===== src/rtl/zone_mean_calc_if.sv =====
// Pixel-in / means-out bundle for zone_mean_calc.
// The producer of the raster stream uses master; the mean calculator uses slave.
interface zone_mean_calc_if;
   logic             sof;
   logic             pix_vld;
   logic [7:0]       pix_r;
   logic [7:0]       pix_g;
   logic [7:0]       pix_b;
   logic [7:0][3:0]  MeanR;
   logic [7:0][3:0]  MeanG;
   logic [7:0][3:0]  MeanB;
   logic             start;
   logic             frm_err;

   modport master (
      output sof, pix_vld, pix_r, pix_g, pix_b,
      input  MeanR, MeanG, MeanB, start, frm_err
   );

   modport slave (
      input  sof, pix_vld, pix_r, pix_g, pix_b,
      output MeanR, MeanG, MeanB, start, frm_err
   );
endinterface


===== src/rtl/zone_mean_calc.sv =====
// zone_mean_calc: accumulates R/G/B over a 4x2 grid of screen zones and
// publishes the top nibble of each zone's average with a one-cycle start pulse.
// Zone k covers x in [ (k%4)*ZW, (k%4+1)*ZW ), y in [ (k/4)*ZH, (k/4+1)*ZH ).
module zone_mean_calc #(
   parameter int IMG_W   = 64,
   parameter int IMG_H   = 32,
   parameter int ZW_LOG2 = 4,
   parameter int ZH_LOG2 = 4
) (
   input  logic             clk,
   input  logic             rstn,
   zone_mean_calc_if.slave  bus
);

   // Each zone holds 2^(ZW_LOG2+ZH_LOG2) pixels of 8 bits, so this width
   // can never overflow.
   localparam int ACC_W = 8 + ZW_LOG2 + ZH_LOG2;
   localparam int XW    = (IMG_W > 1) ? $clog2(IMG_W) : 1;
   localparam int YW    = (IMG_H > 1) ? $clog2(IMG_H) : 1;
   localparam int REG_W = 4 << ZW_LOG2;
   localparam int REG_H = 2 << ZH_LOG2;

   typedef enum logic [1:0] {
      IDLE    = 2'd0,
      ACCUM   = 2'd1,
      PUBLISH = 2'd2
   } state_t;

   state_t           state;
   logic [XW-1:0]    x_cnt;
   logic [YW-1:0]    y_cnt;
   logic [XW-1:0]    cur_x;
   logic [YW-1:0]    cur_y;
   logic             in_reg;
   logic             last_reg;
   logic             frame_go;
   logic             add_en;
   logic [2:0]       zone;
   logic [ACC_W-1:0] acc_r [8];
   logic [ACC_W-1:0] acc_g [8];
   logic [ACC_W-1:0] acc_b [8];

   // Mean is the zone average truncated to its top nibble.
   function automatic logic [3:0] mean_nib(input logic [ACC_W-1:0] acc);
      return acc[ACC_W-1 -: 4];
   endfunction

   // Position of the pixel currently on the bus; sof overrides the counters.
   always_comb begin
      cur_x    = bus.sof ? '0 : x_cnt;
      cur_y    = bus.sof ? '0 : y_cnt;
      in_reg   = (int'(cur_x) < REG_W) && (int'(cur_y) < REG_H);
      last_reg = (int'(cur_x) == REG_W - 1) && (int'(cur_y) == REG_H - 1);
      zone     = {cur_y[ZH_LOG2], cur_x[ZW_LOG2+1:ZW_LOG2]};
      frame_go = bus.pix_vld & bus.sof;
      add_en   = (state == ACCUM) && bus.pix_vld && in_reg;
   end

   // Raster counters: advance one position per valid pixel.
   always_ff @(posedge clk) begin
      if (!rstn) begin
         x_cnt <= '0;
         y_cnt <= '0;
      end else if (bus.pix_vld) begin
         if (int'(cur_x) == IMG_W - 1) begin
            x_cnt <= '0;
            y_cnt <= (int'(cur_y) == IMG_H - 1) ? '0 : cur_y + YW'(1);
         end else begin
            x_cnt <= cur_x + XW'(1);
            y_cnt <= cur_y;
         end
      end
   end

   // Accumulators: a new frame clears every zone and loads its first pixel.
   always_ff @(posedge clk) begin
      if (!rstn) begin
         for (int z = 0; z < 8; z++) begin
            acc_r[z] <= '0;
            acc_g[z] <= '0;
            acc_b[z] <= '0;
         end
      end else begin
         for (int z = 0; z < 8; z++) begin
            if (frame_go) begin
               acc_r[z] <= (zone == 3'(z)) ? ACC_W'(bus.pix_r) : '0;
               acc_g[z] <= (zone == 3'(z)) ? ACC_W'(bus.pix_g) : '0;
               acc_b[z] <= (zone == 3'(z)) ? ACC_W'(bus.pix_b) : '0;
            end else if (add_en && (zone == 3'(z))) begin
               acc_r[z] <= acc_r[z] + ACC_W'(bus.pix_r);
               acc_g[z] <= acc_g[z] + ACC_W'(bus.pix_g);
               acc_b[z] <= acc_b[z] + ACC_W'(bus.pix_b);
            end
         end
      end
   end

   // Frame FSM with registered start / frm_err pulses and mean registers.
   always_ff @(posedge clk) begin
      if (!rstn) begin
         state       <= IDLE;
         bus.start   <= 1'b0;
         bus.frm_err <= 1'b0;
         bus.MeanR   <= '0;
         bus.MeanG   <= '0;
         bus.MeanB   <= '0;
      end else begin
         bus.start   <= 1'b0;
         bus.frm_err <= 1'b0;
         case (state)
            IDLE: begin
               if (frame_go) state <= ACCUM;
            end
            ACCUM: begin
               if (frame_go) begin
                  // Frame restarted before completing: partial sums are dropped.
                  bus.frm_err <= 1'b1;
               end else if (bus.pix_vld && in_reg && last_reg) begin
                  state <= PUBLISH;
               end
            end
            PUBLISH: begin
               for (int z = 0; z < 8; z++) begin
                  bus.MeanR[z] <= mean_nib(acc_r[z]);
                  bus.MeanG[z] <= mean_nib(acc_g[z]);
                  bus.MeanB[z] <= mean_nib(acc_b[z]);
               end
               bus.start <= 1'b1;
               // A sof landing here is the first pixel of the next frame.
               state <= frame_go ? ACCUM : IDLE;
            end
            default: state <= IDLE;
         endcase
      end
   end

endmodule

===== src/flat_wrapper.sv =====
// flat-port wrapper written by rule: the top's interface ports become plain ports
module zone_mean_calc_flat 
#(
   parameter int IMG_W   = 64,
   parameter int IMG_H   = 32,
   parameter int ZW_LOG2 = 4,
   parameter int ZH_LOG2 = 4
)
  (clk, rstn, bus_sof, bus_pix_vld, bus_pix_r, bus_pix_g, bus_pix_b, bus_MeanR, bus_MeanG, bus_MeanB, bus_start, bus_frm_err);
  zone_mean_calc_if bus_i ();
  input  logic clk;
  input  logic rstn;
  input wire logic [$bits(bus_i.sof)-1:0] bus_sof;
  input wire logic [$bits(bus_i.pix_vld)-1:0] bus_pix_vld;
  input wire logic [$bits(bus_i.pix_r)-1:0] bus_pix_r;
  input wire logic [$bits(bus_i.pix_g)-1:0] bus_pix_g;
  input wire logic [$bits(bus_i.pix_b)-1:0] bus_pix_b;
  output wire logic [$bits(bus_i.MeanR)-1:0] bus_MeanR;
  output wire logic [$bits(bus_i.MeanG)-1:0] bus_MeanG;
  output wire logic [$bits(bus_i.MeanB)-1:0] bus_MeanB;
  output wire logic [$bits(bus_i.start)-1:0] bus_start;
  output wire logic [$bits(bus_i.frm_err)-1:0] bus_frm_err;
  assign bus_i.sof = bus_sof;
  assign bus_i.pix_vld = bus_pix_vld;
  assign bus_i.pix_r = bus_pix_r;
  assign bus_i.pix_g = bus_pix_g;
  assign bus_i.pix_b = bus_pix_b;
  assign bus_MeanR = bus_i.MeanR;
  assign bus_MeanG = bus_i.MeanG;
  assign bus_MeanB = bus_i.MeanB;
  assign bus_start = bus_i.start;
  assign bus_frm_err = bus_i.frm_err;
  zone_mean_calc #(.IMG_W(IMG_W), .IMG_H(IMG_H), .ZW_LOG2(ZW_LOG2), .ZH_LOG2(ZH_LOG2)) u_core (.clk(clk), .rstn(rstn), .bus(bus_i));
endmodule

===== config.mk =====
export PLATFORM = sky130hd
export DESIGN_NAME = zone_mean_calc_flat
export DESIGN_NICKNAME = d
export VERILOG_FILES = /design/src/rtl/zone_mean_calc_if.sv /design/src/rtl/zone_mean_calc.sv /design/src/flat_wrapper.sv
export SDC_FILE = /design/constraint.sdc
export NUM_CORES = 1
export LEC_CHECK = 0
export ABC_AREA = 1
export CELL_PAD_IN_SITES_DETAIL_PLACEMENT = 0
export CELL_PAD_IN_SITES_GLOBAL_PLACEMENT = 1
export CORE_ASPECT_RATIO = 0.8
export CORE_MARGIN = 2
export CORE_UTILIZATION = 42
export CTS_CLUSTER_SIZE = 16
export DETAILED_ROUTE_END_ITERATION = 10
export GPL_ROUTABILITY_DRIVEN = 0
export PLACE_DENSITY = 0.86
export SLEW_MARGIN = 20
export SYNTH_ARGS = -nofsm -noshare
export SYNTH_HDL_FRONTEND = slang
export SYNTH_SLANG_ARGS = --single-unit

===== constraint.sdc =====
create_clock -name clk -period 2.73 [get_ports clk]
set_input_delay 0.4095 -clock clk [delete_from_list [all_inputs] [get_ports clk]]
set_output_delay 0.4095 -clock clk [all_outputs]
set_load 0.1 [all_outputs]

; Word level (Yosys, flattened, before mapping)
; Memories as Yosys holds them, arrays and structs flattened.
; Index checks and enable logic that the tools add are counted.
[totals]
reg_bits = 111
latch_bits = 0
mem_bits_rw = 384
mem_bits_ro = 0
n_memories = 3
[memory_table]
columns = name, depth, width, rd, rd_clocked_by_memory_dff, wr, line_no
row1 = u_core.acc_b, 8, 16, 8, 0, 8, zone_mean_calc.sv:41  ; logic [ACC_W-1:0] acc_b [8];
row2 = u_core.acc_g, 8, 16, 8, 0, 8, zone_mean_calc.sv:40  ; logic [ACC_W-1:0] acc_g [8];
row3 = u_core.acc_r, 8, 16, 8, 0, 8, zone_mean_calc.sv:39  ; logic [ACC_W-1:0] acc_r [8];
[op_classes]
addsub = 26
mul = 0
n_div = 0
order_cmp = 0
eq_ne = 14
n_shift = 0
n_mux = 119
bitwise = 49
reduce_logical = 15
[op_table]
columns = cell, count
row1 = 16-bit two-way mux, 48
row2 = 16-bit by 8-bit adder with 16-bit output, 24
row3 = 8-bit two-way mux, 24
row4 = 1-bit OR, 48
row5 = 1-bit two-way mux, 38
row6 = 5-bit two-way mux, 3
row7 = 3-bit equality test (second input constant), 4
row8 = 6-bit two-way mux, 2
row9 = 1-bit logical AND, 11
row10 = 6-bit by 1-bit adder with 6-bit output (second input constant), 1
row11 = 3-bit by 2-bit equality test with 1-bit output (second input constant), 2
row12 = 6-bit by 1-bit equality test with 1-bit output (second input constant), 1
row13 = 2-bit two-way mux, 3
row14 = 2-bit case mux with 3 select lines, 1
row15 = 5-bit by 1-bit adder with 5-bit output (second input constant), 1
row16 = 5-bit by 1-bit equality test with 1-bit output (second input constant), 1
row17 = 2-bit != test (second input constant), 2
row18 = 3-bit by 1-bit equality test with 1-bit output (second input constant), 1
row19 = 3-bit zero test, 1
row20 = 3-bit AND reduction, 1
row21 = 2-bit by 1-bit equality test with 1-bit output (second input constant), 1
row22 = 2-bit equality test (second input constant), 1
row23 = 2-bit zero test, 1
row24 = 2-bit by 1-bit != test with 1-bit output (second input constant), 1
row25 = other kinds (2), 2

; Logic depth before layout (Yosys ltp)
; Gate-level depths: netlist of run 1.
[logic_depth]
depth_word = 8
mapped_depth = 13

; Worst setup path after synthesis of run 1
; No wires, ideal clock.
[synth_timing]
kind = input-to-reg
from = input port bus_sof
to = memory u_core.acc_b[0][32] in the netlist's numbering, enable pin
setup_ns = 0.407
arrival_time_ns = 2.402
t_required_ns = 2.323
setup_slack_ns = -0.079
cell_stages = 8
path_buffers = 3
path_cell_list = buf_6 > inv_4 > nand2_2 > nor2_8 > nand3_1 > buf_2 > buf_2 > nand2_1
[synth_rtl]
columns = item, line_no
row1 = from (decl), flat_wrapper.sv:13  ; input wire logic [$bits(bus_i.sof)-1:0] bus_sof;
row2 = to (decl), zone_mean_calc.sv:41

==> results of run 1 <==
Yosys cell counts (all sizes together):
| cell type | number | area (um^2) |
|---|---|---|
| a211oi | 1 | 7.51 |
| a21boi | 6 | 45.0 |
| a21o | 12 | 90.1 |
| a21oi | 493 | 2470 |
| a22oi | 1 | 7.51 |
| a31oi | 1 | 6.26 |
| and2 | 28 | 175 |
| buf | 38 | 196 |
| clkbuf | 44 | 165 |
| clkinv | 1 | 3.75 |
| dfxtp | 111 | 2220 |
| edfxtp | 384 | 11500 |
| fa | 24 | 480 |
| ha | 195 | 2440 |
| inv | 663 | 2490 |
| nand2 | 1331 | 5010 |
| nand2b | 1 | 6.26 |
| nand3 | 444 | 2230 |
| nand3b | 65 | 488 |
| nand4 | 32 | 215 |
| nor2 | 355 | 1370 |
| nor3 | 49 | 245 |
| nor3b | 7 | 52.6 |
| o211ai | 1 | 7.51 |
| o21a | 12 | 90.1 |
| o21ai | 148 | 741 |
| o21bai | 12 | 90.1 |
| o22ai | 1 | 6.26 |
| or2 | 44 | 275 |
| xor2 | 12 | 105 |
per-stage QoR:
| stage | hold WS [ns] | area, um^2 |
|---|---|---|
| floorplan | 0.445 | 33300 |
| global placement | 0.455 | 36300 |
| detailed placement | 0.465 | 36300 |
| CTS | 0.191 | 38300 |
| global route | 0.210 | 38300 |
| finish | 0.221 | 38300 |
placed cells by master (no fill, tap or decap), types with 65 or more instances in the layout:
cell	synthesis	final
inv_1	658	658
o21ai_0	136	136
nand3b_1	65	65
ha_1	195	195
dfxtp_1	111	111
a21oi_1	493	493
nand3_1	442	440
edfxtp_1	384	384
nor2_1	351	350
buf_4	2	152
nand2_1	1326	1318
registers in the layout (all words and copies together) (netlist names):
signal and count:
u_core.bus.MeanB 32, u_core.bus.start 1, u_core.acc_b 128, u_core.bus.frm_err 1, u_core.bus.MeanG 32, u_core.acc_g 128, u_core.y_cnt 5, u_core.bus.MeanR 32
u_core.x_cnt 6, u_core.state 2, u_core.acc_r 128
report_power, final:
part | switching (mW) | internal, mW | total [mW]
clock network | 3.28 | 4.64 | 7.92
logic | 1.84 | 0.943 | 2.78
registers | 0.219 | 8.43 | 8.65
worst max-delay path by stage:
stage	slack, ns	to	from
6_report	0.66	u_core.acc_b[0][116]	bus_pix_b[0]
3_5_place_dp	0.05	u_core.acc_g[0][4]	bus_pix_g[0]
3_3_place_gp	0.05	u_core.acc_b[0][116]	bus_pix_b[0]
4_1_cts	0.69	u_core.acc_b[0][119]	u_core.state[0]
5_1_grt	0.55	u_core.acc_g[1][55]	u_core.state[0]
2_1_floorplan	0.02	u_core.acc_b[0][80]	bus_sof
cell type report:
type | instances | area (um^2)
inverter | 664 | 2490
sequential | 495 | 13800
tap | 1034 | 1290
clock buffer | 93 | 1870
clock inverter | 11 | 57.6
antenna | 1 | 2.50
timing repair buffer | 214 | 2120
multi-input combinational | 3275 | 16700
fill | 7737 | 40300
layer usage:
metal	vias up	routed length (um)	part of all wire	global-route usage
met1	13700	46300	0.50	0.337
met5	-	0	0	0
met3	110	5510	0.059	0.0282
li1	15300	-	-	-
met2	745	39200	0.42	0.343
met4	0	1990	0.021	0.0540
logic make-up (layout without fill, tap and decap cells):
logic type,Yosys count,in the layout,share of synthesized area
compound gates,688,688,0.107
xor+xnor,12,12,0.00316
fa+ha+maj,219,219,0.0878
buf+inv,746,982,0.0859
flops,495,495,0.414
other cells,0,1,0
simple gates,2356,2356,0.303
worst max-delay path: stages:
cell             delay (ns)
clkdlybuf4s50_1        0.44
buf_12                 0.17
ha_1                   0.23
fa_1                   0.41
nand2_1                0.11
nand2_1                0.08
and2_1                 0.20
o21ai_0                0.25
a21oi_1                0.11
==> flow_summary.yaml, run 1 <==
setup_path:
  worstPathRequired_ns: 3.09
  reg2reg_slack_ns: 0.69
  setup.worst_path.start_class: "primary input"
  critical_path.endpoint_type: "register"
  setup.worst_path.class: "in2reg"
  worst-path-max-fanout: 9
  worst_r2r_endpoint: "u_core.acc_b[0][123]"
  timing.reg2reg.worst_path_depth: 6
  cp.arrival_ns: 2.42
  worstReg2RegStart: "u_core.state[0]"
detailed_routing:
  initialDrtViolationCount: 2405
  final_antenna_net_count: 0
  finalWirelength_um: 93000
  drtPass1Iterations: 6
  detail_route.wl_per_cell_um: 16.1
  avgViaCountPerCell: 5.16
  number_of_design_rule_violations_left_after_detail_routing: 0
  route.vias.total: 29900
logic_synthesis:
  synthesis.area_um2: 33300
  synth_cell_types: 42
  synth-seq-cells: 495
  synthesis.area_per_instance_um2: 7.36
  synth_cells: 4516
  synth_seq_area_share: 0.414
  synth-warning-count: 0
  mappedNetlistNets: 4763
min_path:
  min_path_type: "in2reg"
  start_point_of_the_worst_hold_path: "rstn"
  whs_path_depth: 3
  min_delay_worst_endpoint: "u_core.bus.frm_err"
clock_tree:
  root_buffer: "clkbuf_16"
  cts_repair_resize_count: 0
  tritoncts_clock_tree: "yes"
  maximum_clock_insertion_buffer_count: 3
  clk_pin_slew_worst_paths_ns: 0.06
  clk_latency_ns: 0.63
  cts_post_setup_buffers_inserted: 0
  number_of_cts_inserted_buffers: 56
  htreeDepth: 2
  clkSinkCount: 495
  cts_hold_buf: 0
sta:
  maxSlewViolCount: 0
  layout_min_cycle_time_ns: 2.07
  maxSlewHeadroom: 0.430
  max_clock_freq_ghz: 0.484
  fin_tns_setup_ns: 0
  final_critical_path_setup_slack_ns: 0.663
  final-setup-viol-count: 0
  grt_setup_unrepaired: "no"
  fin_worst_skew_ns: 0.0157
  timing.final.hold_violations: 0
  worst_slew_pin_slew_ns: 0.854
  min_period_over_period: 0.757
floorplanning:
  ioPinCount: 126
  design.core.area_um2: 78600
  placement_rows: 92
  floorplan.die_area_um2: 81500
  die_width_um: 319
  initial_core_util: 0.423
  die_height_um: 256
finish:
  synthesis_to_finish_area_growth_pct: 15.1
  utilization: 0.487
  drive_gt1_frac: 0.0741
  finalNonFillerCells: 5787
  final_net_count: 4953
power_and_ir_drop:
  power_mw: 19.3
  vdd_drop_max_mv: 0.443
  cellPowerDensity_nw_per_um2: 505
  power_leakage_nw: 17.9
global_route:
  gr-total-overflow: 0
  vias_in_the_first_global_route: 27500
  pin_count_of_the_biggest_net_entering_global_routing: 179
  grt_first_pass_wirelength_um: 148000
  grtUsageTotal: 0.225
  antenna_found_initial: 1
placement:
  dp.final_hpwl_um: 66700
  port_buffer_count: 125
  place_worst_setup_slack_ns: 0.0455
  numPlacedInstances: 5682
flow_run:
  drv_cap: 0
status:
  outcome: "finished, final reports clean"
Power figures use the tool's default switching activity.
==> run 2: changes to the inputs <==
--- a/config.mk
+++ b/config.mk
@@ -10,11 +10,11 @@
 export CELL_PAD_IN_SITES_GLOBAL_PLACEMENT = 1
 export CORE_ASPECT_RATIO = 0.8
 export CORE_MARGIN = 2
-export CORE_UTILIZATION = 42
+export CORE_UTILIZATION = 46
 export CTS_CLUSTER_SIZE = 16
 export DETAILED_ROUTE_END_ITERATION = 10
 export GPL_ROUTABILITY_DRIVEN = 0
-export PLACE_DENSITY = 0.86
+export PLACE_DENSITY = 0.89
 export SLEW_MARGIN = 20
 export SYNTH_ARGS = -nofsm -noshare
 export SYNTH_HDL_FRONTEND = slang
==> constraint.sdc (replaced) <==
create_clock -name clk -period 2.15 [get_ports clk]
set_input_delay 0.3225 -clock clk [delete_from_list [all_inputs] [get_ports clk]]
set_output_delay 0.3225 -clock clk [all_outputs]
set_load 0.1 [all_outputs]
==> run 2 against run 1 <==
Net effect: register-to-register slack got worse by 0.56 ns; die area decreased by 8.6%; critical path depth fell by 1; critical endpoint is now u_core.acc_g[1][56].
==> flow_summary.yaml, run 2 (same netlist as run 1, synthesis figures left out) <==
setup_path:
  worstPathRequired_ns: 2.55
  setup.worst_path.start_class: "register"
  timing.reg2reg.worst_path_depth: 8
  setup.worst_path.class: "reg2reg"
  reg2reg_slack_ns: 0.13
  worst-path-max-fanout: 4
  worst_r2r_endpoint: "u_core.acc_g[1][56]"
  critical_path.endpoint_type: "register"
  cp.arrival_ns: 2.42
  worstReg2RegStart: "u_core.acc_g[1][48]"
clock_tree:
  clkSinkCount: 495
  root_buffer: "clkbuf_16"
  tritoncts_clock_tree: "yes"
  clk_latency_ns: 0.64
  clk_pin_slew_worst_paths_ns: 0.07
  maximum_clock_insertion_buffer_count: 3
  htreeDepth: 2
  number_of_cts_inserted_buffers: 57
finish:
  nFillCells: 6763
  most-common-layout-cells: "1314 x nand2_1, 658 x inv_1, 493 x a21oi_1"
  insertedDiodeCount: 0
  multi_input_comb_area_um2: 16700
  mostFrequentLayoutCell: "nand2_1"
  utilization: 0.570
  seqCellArea_um2: 13800
  reg_top3: "u_core.acc_b (128), u_core.acc_g (128), u_core.acc_r (128)"
  final_net_count: 5256
  drive_gt1_frac: 0.133
  synthesis_to_finish_area_growth_pct: 23.0
detailed_routing:
  final_antenna_net_count: 0
  detail_route.wl_per_cell_um: 15.5
  number_of_design_rule_violations_left_after_detail_routing: 0
  route.vias.total: 31000
  initialDrtViolationCount: 2333
  finalWirelength_um: 93000
  avgViaCountPerCell: 5.16
  drtPass1Iterations: 6
floorplanning:
  design.core.area_um2: 71800
  floorplan.die_area_um2: 74500
  placement_rows: 88
  ioPinCount: 126
  initial_core_util: 0.463
  die_width_um: 305
  die_height_um: 245
sta:
  min_period_over_period: 0.939
  timing.final.hold_violations: 0
  max_clock_freq_ghz: 0.495
  worst_slew_pin_slew_ns: 0.480
  maxSlewHeadroom: 0.679
  fin_worst_skew_ns: 0.0194
  final-setup-viol-count: 0
  final_critical_path_setup_slack_ns: 0.130
  maxSlewViolCount: 0
  layout_min_cycle_time_ns: 2.02
global_route:
  antenna_found_initial: 3
  grt_first_pass_wirelength_um: 150000
  pin_count_of_the_biggest_net_entering_global_routing: 91
  gr-total-overflow: 0
  vias_in_the_first_global_route: 28600
  grtUsageTotal: 0.248
min_path:
  whs_path_depth: 3
  min_path_type: "in2reg"
  start_point_of_the_worst_hold_path: "rstn"
  min_delay_worst_endpoint: "u_core.state[0]"
power_and_ir_drop:
  vdd_drop_max_mv: 0.638
  power_mw: 25.8
  power_leakage_nw: 19.6
  cellPowerDensity_nw_per_um2: 631
placement:
  dp.final_hpwl_um: 68600
  port_buffer_count: 125
  place_worst_setup_slack_ns: -0.489
status:
  outcome: "finished, final reports clean"
flow_run:
  drv_cap: 0
-- run 2: cell types whose count changed in the layout (fill, tap and decap cells not counted), moves of 4 or more --
cell,delta
nand2_2,+4
clkbuf_8,-4
buf_4,+276
nand2_1,-4
buf_12,+26
clkbuf_1,-6
-- run 2: final cells by class --
cell class / count / area share
inverters: 664 / 0.0610
repair buffers: 516 / 0.115
flip-flops and latches: 495 / 0.336
multi-input cells: 3275 / 0.408
well taps: 945 / 0.0289
clock buffers: 86 / 0.0456
clock inverters: 22 / 0.00504
-- run 2: worst max-delay path by stage --
stage,from,to,slack [ns],cells past startpoint
after floorplan,bus_sof,u_core.acc_b[0][32],-0.11,8
after global placement,bus_pix_g[0],u_core.acc_g[1][56],-0.46,10
after detailed placement,bus_pix_g[0],u_core.acc_g[1][56],-0.49,10
after CTS,u_core.acc_g[1][48],u_core.acc_g[1][56],0.09,8
after global routing,u_core.acc_g[0][0],u_core.acc_g[0][12],-0.004,10
final,u_core.acc_g[1][48],u_core.acc_g[1][56],0.13,8
-- run 2: what timing repair did --
action / 4_1_cts / 5_1_grt
endpoints found under the setup margin: 0 / 8
resized for setup: 0 / 7
hold buffers: 0 / 0
setup buffers: 0 / 0
-- run 2: layer usage --
metal	wire [um]	share of wire	global-route usage	vias to the layer above
met5	0	0	0	-
met1	45700	0.49	0.364	14200
met2	40000	0.43	0.388	749
met4	1910	0.021	0.0612	0
met3	5360	0.058	0.0296	112
li1	-	-	-	15900
-- run 2: metrics by stage --
stage	hold slack, ns	cells	instance area (um^2)	TNS (ns)
detailed placement	0.467	5895	38800	-125.82
global placement	0.455	5895	38800	-119.97
finish	0.139	6003	40900	0
floorplan	0.445	4516	33300	-33.22
CTS	0.0986	6003	40900	0
global route	0.144	6003	40900	-0.00386
-- run 2: power breakdown --
group / internal, mW / leakage [nW] / total [mW] / switching (mW)
Sequential: 10.7 / 4.95 / 11.0 / 0.291
Combinational: 1.70 / 13.6 / 4.11 / 2.41
Clock: 6.36 / 1.03 / 10.7 / 4.34
Total: 18.8 / 19.6 / 25.8 / 7.04
-- run 2: critical path, cell delays in order, from the launching register on --
cell,delay [ns]
edfxtp_1,0.38
ha_1,0.23
fa_1,0.42
nand2_2,0.13
nand2_1,0.10
and2_1,0.19
a21o_1,0.18
nor2_1,0.11
nor2_1,0.06
